File: config.mk
export PLATFORM = sky130hd
export DESIGN_NAME = check_level_ctrl
export DESIGN_NICKNAME = d
export VERILOG_FILES = /design/src/rtl/check_level_pkg.sv /design/src/rtl/check_level_sel.sv /design/src/rtl/check_level_ctrl.sv
export SDC_FILE = /design/constraint.sdc
export NUM_CORES = 1
export LEC_CHECK = 0
export CAP_MARGIN = 20
export CORE_UTILIZATION = 25
export CTS_CLUSTER_SIZE = 12
export DETAILED_ROUTE_END_ITERATION = 16
export PLACE_DENSITY = 0.56
export SLEW_MARGIN = 0
export SYNTH_ARGS = -nofsm -noshare
export SYNTH_HDL_FRONTEND = slang
export SYNTH_SLANG_ARGS = --single-unit
File: constraint.sdc
create_clock -name clk -period 3.9 [get_ports clk]
set_input_delay 0.39 -clock clk [delete_from_list [all_inputs] [get_ports clk]]
set_output_delay 0.39 -clock clk [all_outputs]
set_load 0.05 [all_outputs]
File: src/rtl/check_level_pkg.sv
// Shared types for the check-level controller: command opcodes and FSM states.
package check_level_pkg;

  typedef enum logic [1:0] {
    CHK     = 2'b00,
    WAIT_EQ = 2'b01,
    STABLE  = 2'b10,
    RSVD    = 2'b11
  } op_e;

  typedef enum logic [1:0] {
    IDLE = 2'b00,
    RUN  = 2'b01,
    RESP = 2'b10
  } state_e;

endpackage

File: src/rtl/check_level_sel.sv
// Selects one monitored signal from the flattened bus and compares it
// against an expected value under a bit mask.
module check_level_sel #(
  parameter int unsigned CHECK_SIZE  = 5,
  parameter int unsigned CHECK_WIDTH = 32
) (
  input  logic [CHECK_SIZE*CHECK_WIDTH-1:0] bus,
  input  logic [$clog2(CHECK_SIZE)-1:0]     idx,
  input  logic [CHECK_WIDTH-1:0]            value,
  input  logic [CHECK_WIDTH-1:0]            mask,
  output logic [CHECK_WIDTH-1:0]            sel,
  output logic                              match
);

  localparam int unsigned IDX_W = $clog2(CHECK_SIZE);

  // Out-of-range indices select zero rather than reading past the bus.
  always_comb begin
    sel = '0;
    for (int unsigned k = 0; k < CHECK_SIZE; k++) begin
      if (idx == IDX_W'(k)) sel = bus[k*CHECK_WIDTH +: CHECK_WIDTH];
    end
  end

  assign match = ((sel ^ value) & mask) == '0;

endmodule

File: src/rtl/check_level_ctrl.sv
// Command-driven signal checker: samples one monitored signal per cycle and
// reports pass/fail for CHK, WAIT_EQ and STABLE operations.
module check_level_ctrl
  import check_level_pkg::*;
#(
  parameter int unsigned CHECK_SIZE  = 5,
  parameter int unsigned CHECK_WIDTH = 32,
  parameter int unsigned CNT_WIDTH   = 16
) (
  input  logic                              clk,
  input  logic                              rst_n,
  input  logic [CHECK_SIZE*CHECK_WIDTH-1:0] check_signals_i,
  input  logic                              cmd_valid,
  output logic                              cmd_ready,
  input  logic [1:0]                        cmd_op,
  input  logic [$clog2(CHECK_SIZE)-1:0]     cmd_idx,
  input  logic [CHECK_WIDTH-1:0]            cmd_value,
  input  logic [CHECK_WIDTH-1:0]            cmd_mask,
  input  logic [CNT_WIDTH-1:0]              cmd_cycles,
  input  logic                              abort_i,
  output logic                              rsp_valid,
  input  logic                              rsp_ready,
  output logic                              rsp_pass,
  output logic                              rsp_error,
  output logic [CNT_WIDTH-1:0]              rsp_samples,
  output logic [CHECK_WIDTH-1:0]            rsp_value,
  output logic                              busy,
  output logic [CNT_WIDTH-1:0]              pass_cnt,
  output logic [CNT_WIDTH-1:0]              fail_cnt
);

  localparam int unsigned IDX_W = $clog2(CHECK_SIZE);

  state_e                  state, state_nxt;
  op_e                     op_q;
  logic [IDX_W-1:0]        idx_q;
  logic [CHECK_WIDTH-1:0]  value_q, mask_q;
  logic [CNT_WIDTH-1:0]    limit_q, cnt_q;

  logic [CHECK_WIDTH-1:0]  sel_value;
  logic                    match;
  logic [CNT_WIDTH-1:0]    sample_cnt;
  logic                    last;
  logic                    cmd_fire, cmd_bad;
  logic                    decide, dec_pass, dec_error;

  check_level_sel #(
    .CHECK_SIZE  (CHECK_SIZE),
    .CHECK_WIDTH (CHECK_WIDTH)
  ) u_sel (
    .bus   (check_signals_i),
    .idx   (idx_q),
    .value (value_q),
    .mask  (mask_q),
    .sel   (sel_value),
    .match (match)
  );

  assign cmd_ready  = (state == IDLE);
  assign busy       = (state != IDLE);
  assign rsp_valid  = (state == RESP);
  assign cmd_fire   = cmd_valid && (state == IDLE);
  assign cmd_bad    = (cmd_op == 2'b11) || (32'(cmd_idx) >= CHECK_SIZE);
  // cnt_q < limit_q in RUN, so the increment can never wrap.
  assign sample_cnt = cnt_q + CNT_WIDTH'(1);
  assign last       = (sample_cnt >= limit_q);

  always_ff @(posedge clk or negedge rst_n) begin
    if (!rst_n) state <= IDLE;
    else        state <= state_nxt;
  end

  // Next state and per-sample decision; abort outranks any decision.
  always_comb begin
    state_nxt = state;
    decide    = 1'b0;
    dec_pass  = 1'b0;
    dec_error = 1'b0;
    case (state)
      IDLE: begin
        if (cmd_valid) state_nxt = cmd_bad ? RESP : RUN;
      end
      RUN: begin
        if (abort_i) begin
          decide    = 1'b1;
          dec_error = 1'b1;
        end else begin
          case (op_q)
            CHK: begin
              decide   = 1'b1;
              dec_pass = match;
            end
            WAIT_EQ: begin
              if (match) begin
                decide   = 1'b1;
                dec_pass = 1'b1;
              end else if (last) begin
                decide = 1'b1;
              end
            end
            STABLE: begin
              if (!match) begin
                decide = 1'b1;
              end else if (last) begin
                decide   = 1'b1;
                dec_pass = 1'b1;
              end
            end
            default: begin
              decide    = 1'b1;
              dec_error = 1'b1;
            end
          endcase
        end
        if (decide) state_nxt = RESP;
      end
      RESP: begin
        if (rsp_ready) state_nxt = IDLE;
      end
      default: state_nxt = IDLE;
    endcase
  end

  // Command capture, sample counting and response registers.
  always_ff @(posedge clk or negedge rst_n) begin
    if (!rst_n) begin
      op_q        <= CHK;
      idx_q       <= '0;
      value_q     <= '0;
      mask_q      <= '0;
      limit_q     <= '0;
      cnt_q       <= '0;
      rsp_pass    <= 1'b0;
      rsp_error   <= 1'b0;
      rsp_samples <= '0;
      rsp_value   <= '0;
    end else begin
      if (cmd_fire) begin
        op_q    <= op_e'(cmd_op);
        idx_q   <= cmd_idx;
        value_q <= cmd_value;
        mask_q  <= cmd_mask;
        limit_q <= (cmd_cycles == '0) ? CNT_WIDTH'(1) : cmd_cycles;
        cnt_q   <= '0;
        if (cmd_bad) begin
          rsp_pass    <= 1'b0;
          rsp_error   <= 1'b1;
          rsp_samples <= '0;
          rsp_value   <= '0;
        end
      end
      if (state == RUN) cnt_q <= sample_cnt;
      if (decide) begin
        rsp_pass    <= dec_pass;
        rsp_error   <= dec_error;
        rsp_samples <= sample_cnt;
        rsp_value   <= sel_value;
      end
    end
  end

  // Saturating statistics, updated on the response handshake.
  always_ff @(posedge clk or negedge rst_n) begin
    if (!rst_n) begin
      pass_cnt <= '0;
      fail_cnt <= '0;
    end else if ((state == RESP) && rsp_ready) begin
      if (rsp_pass) begin
        if (pass_cnt != '1) pass_cnt <= pass_cnt + CNT_WIDTH'(1);
      end else begin
        if (fail_cnt != '1) fail_cnt <= fail_cnt + CNT_WIDTH'(1);
      end
    end
  end

endmodule

**Word-level counts from Yosys, hierarchy flattened**

Index checks and enable logic that the tools add are counted.

- Add/sub/neg operators: 3
- $mul: 0
- Divide/modulo/power cells: 0
- Order comparisons: 2
- Equal/unequal tests: 14
- Shift operators: 0
- Multiplexer cells: 40
- Bitwise operators: 3
- Reductions and logical operators: 17

Operators by type and width:

| kind | count |
|---|---|
| 32-bit 2-to-1 mux | 8 |
| 16-bit 2-to-1 mux | 6 |
| 16-bit by 1-bit adder with 16-bit output (second input constant) | 3 |
| 32-bit bitwise AND | 1 |
| 32-bit zero test | 1 |
| 16-bit != test (second input constant) | 2 |
| 32-bit bitwise XOR | 1 |
| 1-bit 2-to-1 mux | 19 |
| 16-bit >= comparator | 1 |
| 16-bit zero test | 1 |
| 3-bit AND reduction | 3 |
| 2-bit 2-to-1 mux | 4 |
| 2-bit nonzero test | 4 |
| 2-bit == test (second input constant) | 3 |
| 3-bit by 2-bit == test with 1-bit output (second input constant) | 2 |
| 2-bit case mux with 3 select lines | 1 |
| 2-bit by 1-bit == test with 1-bit output (second input constant) | 2 |
| 2-bit zero test | 2 |
| 2-bit != test (second input constant) | 2 |
| 3-bit by 1-bit == test with 1-bit output (second input constant) | 1 |
| 3-bit == test (second input constant) | 1 |
| 3-bit >= comparator (second input constant) | 1 |
| 3-bit zero test | 1 |
| 1-bit case mux with 3 select lines | 1 |
| 7 further kinds | 8 |

- Bits in registers: 185
- Bits in latches: 0
- Bits in writable memories: 0
- ROM bits: 0
- Input bits: 250
- Output and inout port bits: 85
- Word-level logic and storage cells: 92
- Memories: 0

**Depth between registers and ports, before layout**

Gate-level depths: netlist of run 1.

- Depth in word-level cells: 16
- Depth in mapped cells: 21
- Mapped depth without buffers: 17

**Hierarchy**

From an unflattened synthesis of run 1, not the netlist that was laid out.

- Cells, all modules: 1117
- Area, all modules: 10432.5 um2

Modules (own cells, without submodules):

| module | instances | cells each | area each (um2) |
|---|---|---|---|
| check_level_ctrl | 1 | 855 | 8291.7 |
| check_level_sel | 1 | 262 | 2140.8 |

**Worst setup path after synthesis of run 1**

Ideal clock, no wire load.

- Path type: register -> register
- Start: reg cnt_q[0]
- End: reg rsp_value[13]
- Arrival time: 3.828 ns
- Setup slack: -0.054 ns
- Cell stages (with the launch flop): 21
- Clock period less this slack: 3.954 ns
- Path through: dfrtp_1 and3_1 nand3_1 nor2_1 and3_1 and3_1 clkbuf_1 nand3_1 xor2_1 inv_1 ha_1 a21o_1 a21o_1 a21oi_1 o21ai_0 o21ai_0 o311a_1 clkbuf_1 clkbuf_1 nor4_1 a311o_1

- Cells in the longest elaborated chain, start to end: 10
- Elaborated cells on any way between the ends: 13
- Those cells by class: add/sub (1); order compare (1); mux (8); reduce/logical (3)

Ends and longest elaborated chain:

| item | line | RTL |
|---|---|---|
| start, declared | check_level_ctrl.sv:38 | `logic [CNT_WIDTH-1:0] limit_q, cnt_q;` |
| start signal, assigned | check_level_ctrl.sv:152 | `if (state == RUN) cnt_q <= sample_cnt;` |
| 16-bit by 1-bit adder with 16-bit output * | check_level_ctrl.sv:65 | `assign sample_cnt = cnt_q + CNT_WIDTH'(1);` |
| 16-bit >= comparator * | check_level_ctrl.sv:66 | `assign last = (sample_cnt >= limit_q);` |
| 1-bit 2-to-1 mux * | check_level_ctrl.sv:97, check_level_ctrl.sv:104 |  |
| 1-bit 2-to-1 mux (on tied branches) | check_level_ctrl.sv:102, check_level_ctrl.sv:94 |  |
| 1-bit case mux with 2 select lines * | check_level_ctrl.sv:88 | `case (op_q)` |
| 1-bit 2-to-1 mux * | check_level_ctrl.sv:84 | `if (abort_i) begin` |
| 1-bit 2-to-1 mux * (2 in series) | check_level_ctrl.sv:79 | `case (state)` |
| 2-bit nonzero test (no line) | - |  |
| 2-bit AND reduction (no line) | - |  |
| end signal, assigned | check_level_ctrl.sv:157 | `rsp_value <= sel_value;` |
| end, declared | check_level_ctrl.sv:26 | `output logic [CHECK_WIDTH-1:0] rsp_value,` |

Every way passes the cells marked *; elsewhere a longest branch is shown, timed or not. The select of a mux whose other input is x is not followed.
A chain may end at the register's enable or synchronous reset.

**Worst setup path in the final report of run 1**

- Start: reg idx_q[0]
- End: reg rsp_value[5]

- Cells in the longest elaborated chain, start to end: 16
- Elaborated cells on any way between the ends: 23
- Those cells by class: eq/ne (4); mux (12); bitwise (2); reduce/logical (5)

Ends and longest elaborated chain:

| item | line | RTL |
|---|---|---|
| start, declared | check_level_ctrl.sv:36 | `logic [IDX_W-1:0] idx_q;` |
| start signal, assigned | check_level_ctrl.sv:140 | `idx_q <= cmd_idx;` |
| 3-bit zero test | check_level_sel.sv:21 | `if (idx == IDX_W'(k)) sel = bus[k*CHECK_WIDTH +: CHECK_WIDTH];` |
| 32-bit 2-to-1 mux (4 in series) | check_level_sel.sv:21 |  |
| 32-bit 2-to-1 mux * | check_level_sel.sv:21 |  |
| 32-bit bitwise XOR | check_level_sel.sv:25 | `assign match = ((sel ^ value) & mask) == '0;` |
| 32-bit bitwise AND | check_level_sel.sv:25 |  |
| 32-bit zero test | check_level_sel.sv:25 |  |
| 1-bit 2-to-1 mux (on tied branches) | check_level_ctrl.sv:102, check_level_ctrl.sv:94 |  |
| 1-bit case mux with 2 select lines | check_level_ctrl.sv:88 |  |
| 1-bit 2-to-1 mux | check_level_ctrl.sv:84 |  |
| 1-bit 2-to-1 mux (2 in series) | check_level_ctrl.sv:79 |  |
| 2-bit nonzero test (no line) | - |  |
| 2-bit AND reduction (no line) | - |  |

Marked as above.

==> metrics, run 1 <==
number of DRC markers in iteration 0=between 800 and 900; Worst path slowest cell=dfrtp_4; maximum vdd drop=around 0.35 mV; Hold Path Class=input port to asynchronous set/reset pin; register bit total from synthesis=between 150 and 200; CTS tree=yes; Initial Utilization=0.253; ANT nets after route=0; fraction of layout cells with a size suffix above 1=0.108; first-pass GRT wire length=between 60 and 70 mm; LEAKAGE=slightly above 7 nW; Post-synth EDFFs=0; Chip Width=roughly 210 µm; Overall Global Routing Usage=0.205; crit-path leading delay family=compound AO/OA/AOI/OAI gates; Core Box Area=44100 µm²; fmax=~0.26 GHz; ys async rst share=1.00; critical path class=flop to flop; Netlist cell types=69; most frequent cells in the layout=clkdlybuf4s50_1, nand2_1, dfrtp_1; Worst Path Max Fanout=14; CTS sink count=approximately 190; Final Max Slew Viols=0; Synth-to-Final Area Change=48.2%; synthesized cell area=~11000 µm²; Post-DP Area=around 16000 µm²; GR Overflow Total=0; Ys Warns=0; commonest non-fill, non-tap cell in the layout=clkdlybuf4s50_1; First-pass DRT Iterations=5; CP endpoint kind=flop; share of the synthesized area in the top cell type=0.414; CP cell instances=buf_4 > nor3b_4 > o2111ai_1 > or4_1 > o22a_1 > or4_1 > o311a_4 > o31a_4 > buf_12 > a311o_1; worst relative slew slack=0.351; final worst-path cycle share=1.00; Placed Instances=about 2200; sum of negative setup slack=-0.00896 ns; Non-Filler Instances=about 2300; Core Util, Final=0.376; sequential area share after synthesis=0.414; H-tree levels=4; largest area contributor in the netlist=dfrtp_1; MaxCap Viol Count=0; total chip power=around 0.012 W; Root Driver=clkbuf_16; initial antenna violation count=6; number of port buffers=~330; Mean Syn Cell Area=8.62 µm²; gpl congestion=0.908; Worst-Margin Slew=0.973 ns; Worst path max stage delay=0.58 ns; Data required, critical path=around 4.2 ns; Syn Inst Count=around 1300; minimum clock period=3.90 ns; CP startpoint kind=flop; most used flip-flop cell after synthesis=dfrtp_1; maximum root-to-sink buffer count=2; worst setup margin=-0.00417 ns; drt wl/cell=around 21 µm; I/O pins=about 340; Worst-Skew Late Latency=0.45 ns; row cnt=77; fin area=16600 µm²; via count=around 11000; vias in the first global route=between 10000 and 15000; crit path DAT=between 4 and 5 ns; Nets=~1900; Fin. Hold Viols=0; PwrDens=between 700 and 800 nW/µm²; DRC=0; vias per cell=about 5.0; Worst-path clk slew=0.07 ns; hold buffer count at CTS=0; failing checks=negative setup slack; leading post-synthesis cells by cell area=dfrtp_1, nand2_1, mux2i_1, o221ai_1, nand4_1; Total Wirelength=roughly 48 mm; DIE HEIGHT=approximately 210 µm; status=finished with violations; cell mode on critical path=or4_1; CTS Buf Count=17; setup violators final=3; largest net degree at the start of global routing=about 110; worst path buffer plus inverter count=2; clock skew=roughly 0.02 ns; post-synthesis net count=1570; dpl hpwl=~37 mm; die area=45600 µm²
flip-flops by register name, indices dropped and copies added (netlist names):
| signal | cells |
|---|---|
| idx_q | 3 |
| rsp_error | 1 |
| fail_cnt | 16 |
| mask_q | 32 |
| rsp_value | 32 |
| limit_q | 16 |
| value_q | 32 |
| state | 2 |
| cnt_q | 16 |
| rsp_samples | 16 |
| rsp_pass | 1 |
| op_q | 2 |
| pass_cnt | 16 |
stage by stage:
stage,hold WS [ns],setup slack [ns]
floorplan,0.0944,0.0131
global placement,0.474,-0.124
detailed placement,0.480,-0.175
CTS,0.0975,-0.00276
global route,0.112,-0.0885
finish,0.0304,-0.00417
power breakdown:
group | internal [W] | switching [W]
combinational | 0.00263 | 0.00416
sequential | 0.00259 | 0.000660
clock | 0.000970 | 0.000833
total | 0.00619 | 0.00566
worst register-to-register path, stage by stage, from the launching register on:
cell	delay, ns
dfrtp_4	0.58
buf_4	0.18
nor3b_4	0.24
o2111ai_1	0.24
or4_1	0.45
o22a_1	0.25
or4_1	0.57
o311a_4	0.41
o31a_4	0.37
buf_12	0.16
a311o_1	0.35
worst paths after layout:
check / from / end / slack [ns] / depth (start not counted)
hold reg to reg: fail_cnt[9] / fail_cnt[9] / 0.49 / 1
setup reg to reg: idx_q[0] / rsp_value[5] / -0.004 / 10
hold / removal: rst_n / mask_q[28] / 0.03 / 1
setup / recovery: idx_q[0] / rsp_value[5] / -0.004 / 10
min in group clk: cmd_mask[6] / mask_q[6] / 0.47 / 3
max in group asynchronous: rst_n / cnt_q[9] / 2.93 / 2
metal layers:
layer,share of wire,GRT usage
met2,0.45,0.311
met4,0.035,0.0845
met3,0.067,0.0492
met1,0.45,0.279
met5,0.00021,0
logic make-up after synthesis:
logic type,count (synthesis),synth area share
muxes,54,0.0542
AOI/OAI and AO/OA,246,0.154
xor gates and xnor gates,60,0.0470
DFF,185,0.414
buffers and inverters,138,0.0554
adders and majority gates,23,0.0257
and+or+nand+nor,591,0.249
cell usage after synthesis (4+ instances only):
master     instances
dfrtp_1          185
o22ai_1           18
and3_1            14
o22a_1             4
o2111ai_1          7
a2111oi_0          4
nor3b_1            4
mux4_2             5
buf_4              7
inv_1             50
nand2b_1          16
buf_6              8
nor3_1            13
nor2b_1           13
a211oi_1           5
nand3_1           34
nand4bb_1          5
mux2i_1           47
nor4_1            17
buf_1              4
nand3b_1          21
nand4_1           60
o21a_1             4
nor2_1            52
clkbuf_1          57
a311o_1            6
o221ai_1          49
buf_2             12
a22oi_1            5
o2bb2ai_1          6
xor2_1            33
xnor2_1           27
nand2_1          323
ha_1              23
a21o_1             6
a21oi_1           29
o21ai_0           70
area by class of cell:
class / instances / area (µm²)
tap: 592 / 741
inverter: 50 / 188
clock inverter: 12 / 140
multi-input combinational: 974 / 6160
timing repair buffer: 429 / 4260
clock buffer: 19 / 443
fill: 4545 / 27600
sequential: 185 / 4630
antenna: 4 / 10.0
timing repair:
item                                    in CTS  in global routing
hold endpoints to repair                     0                  0
pin swaps                                    2                 12
buffers inserted                             2                 17
gates cloned                                 0                  3
resized for setup                            7                 36
endpoints found under the setup margin      52                 52
(Power assumes the default switching activity.)
==> run 2, diff against run 1 <==
--- a/config.mk
+++ b/config.mk
@@ -9,6 +9,7 @@
 export CORE_UTILIZATION = 25
 export CTS_CLUSTER_SIZE = 12
 export DETAILED_ROUTE_END_ITERATION = 16
+export GPL_ROUTABILITY_DRIVEN = 0
 export PLACE_DENSITY = 0.56
 export SLEW_MARGIN = 0
 export SYNTH_ARGS = -nofsm -noshare
==> metrics, run 2 (same netlist as run 1, synthesis figures left out) <==
CTS Buf Count=17; commonest non-fill, non-tap cell in the layout=clkdlybuf4s50_1; number of port buffers=~330; ANT nets after route=0; MaxCap Viol Count=0; CTS sink count=185; GR Overflow Total=0; clock skew=0.0142 ns; die area=around 46000 µm²; Worst-Margin Slew=between 0.9 and 1 ns; status=completed; dpl hpwl=approximately 37 mm; Worst-Skew Late Latency=0.45 ns; Data required, critical path=between 4 and 5 ns; Filler cells=4565; number of DRC markers in iteration 0=939; first-pass GRT wire length=~70 mm; Fin. Hold Viols=0; Clock power frac=0.157; crit path DAT=4.20 ns; most frequent cells in the layout=clkdlybuf4s50_1, nand2_1, dfrtp_1; Hold Path Class=input port to asynchronous set/reset pin; switching power=0.00573 W; initial antenna violation count=7; internal cell power=approximately 0.0064 W; Logic pwr share=0.576; reg2reg end=rsp_value[31]; I/O pins=about 340; maximum vdd drop=0.301 mV; critical path class=flop to flop; Core Box Area=~44000 µm²; cell count of the worst reg-to-reg path=19; drt wl/cell=21.0 µm; setup violators final=0; row cnt=a little under 80; hold buffer count at CTS=0; via count=approximately 11000; fmax=0.259 GHz; final hold slack=around 0.07 ns; largest net degree at the start of global routing=approximately 110; Worst Path Max Fanout=5; DIE HEIGHT=~210 µm; reg-to-reg slack, setup=0.04 ns; biggest regs=mask_q: 32 flops, rsp_value: 32 flops, value_q: 32 flops; Sequential Area=between 4000 and 5000 µm²; Synth-to-Final Area Change=49.6%; Root Driver=clkbuf_16; CTS tree=yes; area of the multi-input gates=between 6000 and 7000 µm²; worst flop-to-flop path startpoint=cnt_q[1]; minimum clock period=approximately 3.9 ns; Critical Path End=rsp_value[31]; worst relative slew slack=0.336; sequential share of power=0.267; Nets=1942; final worst-path cycle share=0.990; CP startpoint=cnt_q[1]; Initial Utilization=0.253; Overall Global Routing Usage=0.206; H-tree levels=4; Chip Width=roughly 210 µm; maximum root-to-sink buffer count=2; Final Max Slew Viols=0; DRC=0; First-pass DRT Iterations=5; vias per cell=between 5 and 6; fraction of layout cells with a size suffix above 1=0.117; switching share of total power=0.474; PwrDens=about 720 nW/µm²; LEAKAGE=between 7 and 8 nW; CP startpoint kind=flop; CP endpoint kind=flop; Worst-path clk slew=0.08 ns; total chip power=about 0.012 W; Total Wirelength=between 40 and 50 mm; vias in the first global route=11007
run 2: cell count changes in the layout (fill, tap and decap cells not counted), moves of 2 or more:
cell,delta
o21ai_2,-2
buf_4,+12
nor2_2,-2
o21ai_0,-2
o221ai_1,+4
o221ai_2,-4
o21ai_1,+4
nand3_1,-2
run 2: final cells by class:
class                   instances  share of cell area
repair buffers                441               0.260
clock buffers                  18              0.0262
diodes                          4            0.000598
clock inverters                14              0.0111
well taps                     592              0.0443
inverters                      50              0.0112
multi-input cells             974               0.369
flip-flops and latches        185               0.277
run 2: timing repair:
item | CTS | global route
endpoints found under the setup margin | 50 | 52
gates cloned | 0 | 3
pin swaps | 2 | 17
endpoints found under the hold margin | 0 | 0
resized for setup | 10 | 39
setup buffers | 2 | 19
run 2: stage by stage:
stage                util  setup TNS, ns  cells  worst slack, ns  area [µm²]
floorplan               -              0   1297           0.0131       11200
global placement    0.354          -1.96   2218           -0.222       15600
detailed placement  0.354          -1.26   2218           -0.186       15600
CTS                 0.369              0   2252           0.0162       16300
global route        0.379          -3.08   2277           -0.103       16700
finish              0.379              0   2278           0.0391       16700
run 2: worst min-delay path by stage:
stage               startpoint           to  slack (ns)  depth (start not counted)
floorplan                rst_n     cnt_q[0]        0.09                          0
global placement     mask_q[1]    mask_q[1]        0.46                          2
detailed placement   mask_q[1]    mask_q[1]        0.46                          2
CTS                      rst_n   limit_q[7]        0.11                          1
global route             rst_n   mask_q[28]        0.14                          1
finish                   rst_n  value_q[28]        0.07                          1
run 2: per-layer routing:
metal | global-route usage | routed length, µm | share of wire | vias up
li1 | - | - | - | 5379
met4 | 0.0724 | 1330 | 0.028 | 4
met5 | 0 | 22 | 0.00046 | -
met2 | 0.321 | 21800 | 0.46 | 407
met1 | 0.279 | 21400 | 0.45 | 5553
met3 | 0.0461 | 3230 | 0.068 | 51
run 2: critical path, stage by stage (launching register included):
cell and delay (ns):
dfrtp_1 0.38, ha_2 0.20, nand3_2 0.09, nor2_2 0.14, and3_4 0.20, and3_4 0.21
nand3_1 0.09, xor2_1 0.23, inv_1 0.08, ha_1 0.27, nand4_1 0.13, nor2_1 0.13
o21ai_1 0.08, a31oi_1 0.20, buf_4 0.18, o21ai_1 0.09, o311a_4 0.15, o31a_4 0.38
buf_4 0.15, a311o_1 0.34
run 2: power groups by stage:
| stage | clock network (W) | registers, W | logic [W] |
|---|---|---|---|
| 2_1_floorplan | 0 | 0.00379 | 0.00326 |
| 6_report | 0.00190 | 0.00323 | 0.00697 |
| 3_3_place_gp | 0 | 0.00326 | 0.00641 |
| 5_1_grt | 0.00201 | 0.00331 | 0.00747 |
| 4_1_cts | 0.00195 | 0.00325 | 0.00656 |
| 3_5_place_dp | 0 | 0.00328 | 0.00647 |
==> patch (flow settings as in run 1) <==
Change the parameter `CNT_WIDTH` from 16 to 32.
--- a/src/rtl/check_level_ctrl.sv
+++ b/src/rtl/check_level_ctrl.sv
@@ -5,7 +5,7 @@
 #(
   parameter int unsigned CHECK_SIZE  = 5,
   parameter int unsigned CHECK_WIDTH = 32,
-  parameter int unsigned CNT_WIDTH   = 16
+  parameter int unsigned CNT_WIDTH   = 32
 ) (
   input  logic                              clk,
   input  logic                              rst_n,
Interface: changed (resized cmd_cycles, fail_cnt, pass_cnt and rsp_samples); port bits go from 335 to 399. No check against the original RTL was run, so the function may have changed too.
==> patch against run 1 <==
- the flow still finishes with violations (setup timing)
- non-clock buffer count increased by 199
- power increased by 43%
- worst hold slack improved by 0.34 ns
- clock power increased by 94%
- synthesized area increased by 39%
- largest power group unchanged
- setup slack got worse by 0.38 ns
- final cell count increased by 38%
- sequential power increased by 30%
- design area increased by 46%
- wire length increased by 42%
- largest cell class unchanged
- combinational power increased by 36%
- sequential cell count increased by 80
==> patch: results (changes against run 1) <==
FF-to-FF End: rsp_value[15]
Synth cell types: 75 (+8.7%)
Worst-Skew Late Latency: 0.55 ns (+0.10 ns)
Hold path depth: 3
Filler Cell Count: 6061 (+33%)
# H-tree levels: 2 (-2)
Slowest CP cell: or4_4
Port bufs: 398 (+19%)
Crit-path max FO: 8 (-6)
CP delay by family, top: simple AND/OR/NAND/NOR gates
First-pass GRT wire length: 99800 µm (+45%)
Final WL: 68100 µm (+42%)
Final Skew: 0.0253 ns (+0.00574 ns)
Vias in the first global route: 16000 (+47%)
Nets: 2624 (+36%)
Status: finished, violations left
Vias per cell: 5.01 (about the same)
WHS Endpoint: mask_q[24]
DR iter-0 viols: 1008 (+21%)
Hold Path Class: input port to flop
Leak Pwr: 10.6 nW (+49%)
Antenna diode count: 0 (-4)
Worst path max stage delay: 0.45 ns (-0.13 ns)
Peak VDD IR: 0.336 mV (-4.6%)
Worst Path Arrival: 4.67 ns (+0.44 ns)
Antenna violations before repair: 4 (-2)
Share of cells above drive strength 1: 18.8% (+7.9 points)
GRT Util Overall: 20.9% (+0.38 points)
CTS buffer count: 35 (+18)
# setup viols final: 68 (+65)
Reg-to-reg startpoint: cnt_q[1]
DP HPWL: 52100 µm (+40%)
Pin count of the biggest net entering global routing: 103 (-4.6%)
Slew HR: 31.1% (-4.1 points)
Fin Hold WS: 0.370 ns (+0.339 ns)
GPL Wtd Cong: 0.932 (+2.6%)
Failing checks: setup timing
R2R Setup Slk: -0.38 ns (-0.38 ns)
Post-Synthesis Net Count: 2059 (+31%)
Setup tns final: -18.67 ns (-18.66 ns)
Most instantiated cells after synthesis: nand2_1 (374), dfrtp_1 (265), o21ai_0 (110), inv_1 (79), nor2_1 (77)
Final worst setup slack: -0.382 ns (-0.378 ns)
Clk buf depth: 3 (+1)
Number of enable flip-flop cells after synthesis: 0 (unchanged)
Largest cells by area after synthesis: dfrtp_1 (43%), nand2_1 (9.1%), o21ai_0 (3.6%)
Cells on worst reg2reg path: 24 (+14)
Register area share after synthesis: 42.8% (+1.4 points)
patch: changes by cell type in the layout (fill, tap and decap cells not counted), moves of 30 or more:
cell,run 1,this run
buf_4,77,185
clkdlybuf4s50_1,333,397
dfrtp_1,184,262
nand2_1,321,367
nand4_1,60,30
o21ai_0,67,105
o221ai_2,7,37
or3_1,1,56
xnor2_1,26,59
patch: layout make-up:
class / count / area, µm² / area share [%]
Timing Repair Buffer: 628 / 6190 / 25.5
Tap cell: 782 / 978 / 4.04
Clock inverter: 11 / 170 / 0.702
Inverter: 80 / 300 / 1.24
Clock buffer: 50 / 1060 / 4.39
Sequential cell: 265 / 6640 / 27.4
Multi-Input combinational cell: 1309 / 8900 / 36.7
patch: cells by family after synthesis:
logic type                 after synthesis  share of synthesized area, %
AOI/OAI and AO/OA                      337                          14.7
adders and majority gates               39                          3.15
and+or+nand+nor                        749                          23.0
DFF                                    265                          42.8
buffers and inverters                  180                          4.75
muxes                                   71                          5.24
xor gates and xnor gates               113                          6.38
patch: worst max path at each step:
stage | startpoint | to | slack [ns] | cells past startpoint
6_report | cnt_q[1] | rsp_value[15] | -0.38 | 24
5_1_grt | cnt_q[1] | rsp_samples[1] | -0.54 | 25
4_1_cts | cnt_q[1] | rsp_pass | -0.29 | 22
3_5_place_dp | cnt_q[1] | rsp_value[20] | -0.53 | 22
3_3_place_gp | cnt_q[1] | rsp_pass | -0.50 | 23
2_1_floorplan | cnt_q[0] | rsp_pass | -0.31 | 21
patch: report_power, final:
part	total [mW]	internal [mW]	switching, mW
sequential	4.22	3.56	0.658
clock	3.50	2.17	1.33
combinational	9.21	3.71	5.50
patch: per-stage QoR:
stage	area [µm²]	worst slack (ns)	utilization, %	std cells
floorplan	15700	-0.310	-	1754
global placement	21800	-0.496	35.9	3024
detailed placement	21800	-0.530	35.9	3024
CTS	23700	-0.289	38.9	3109
global route	24200	-0.539	39.9	3125
finish	24200	-0.382	39.9	3125
patch: repair_timing:
item,4_1_cts,5_1_grt
hold endpoints to repair,99,0
hold buffers,1,0
pin swaps,22,17
endpoints found under the setup margin,68,68
cloned,4,6
gates resized for setup,67,64
buffers inserted,19,12
patch: metal layers:
layer  GRT usage, %  vias up  routed length (µm)
met5              0        -                  34
met4           6.76        6                1980
met3           4.13       99                4210
met2           37.1      528               34100
met1           25.2     7671               27700
li1               -     7345                   -
patch: tightest hold or removal path: stages:
cell             delay (ns)
clkdlybuf4s50_1        0.40
nand2_1                0.06
nand2_1                0.04
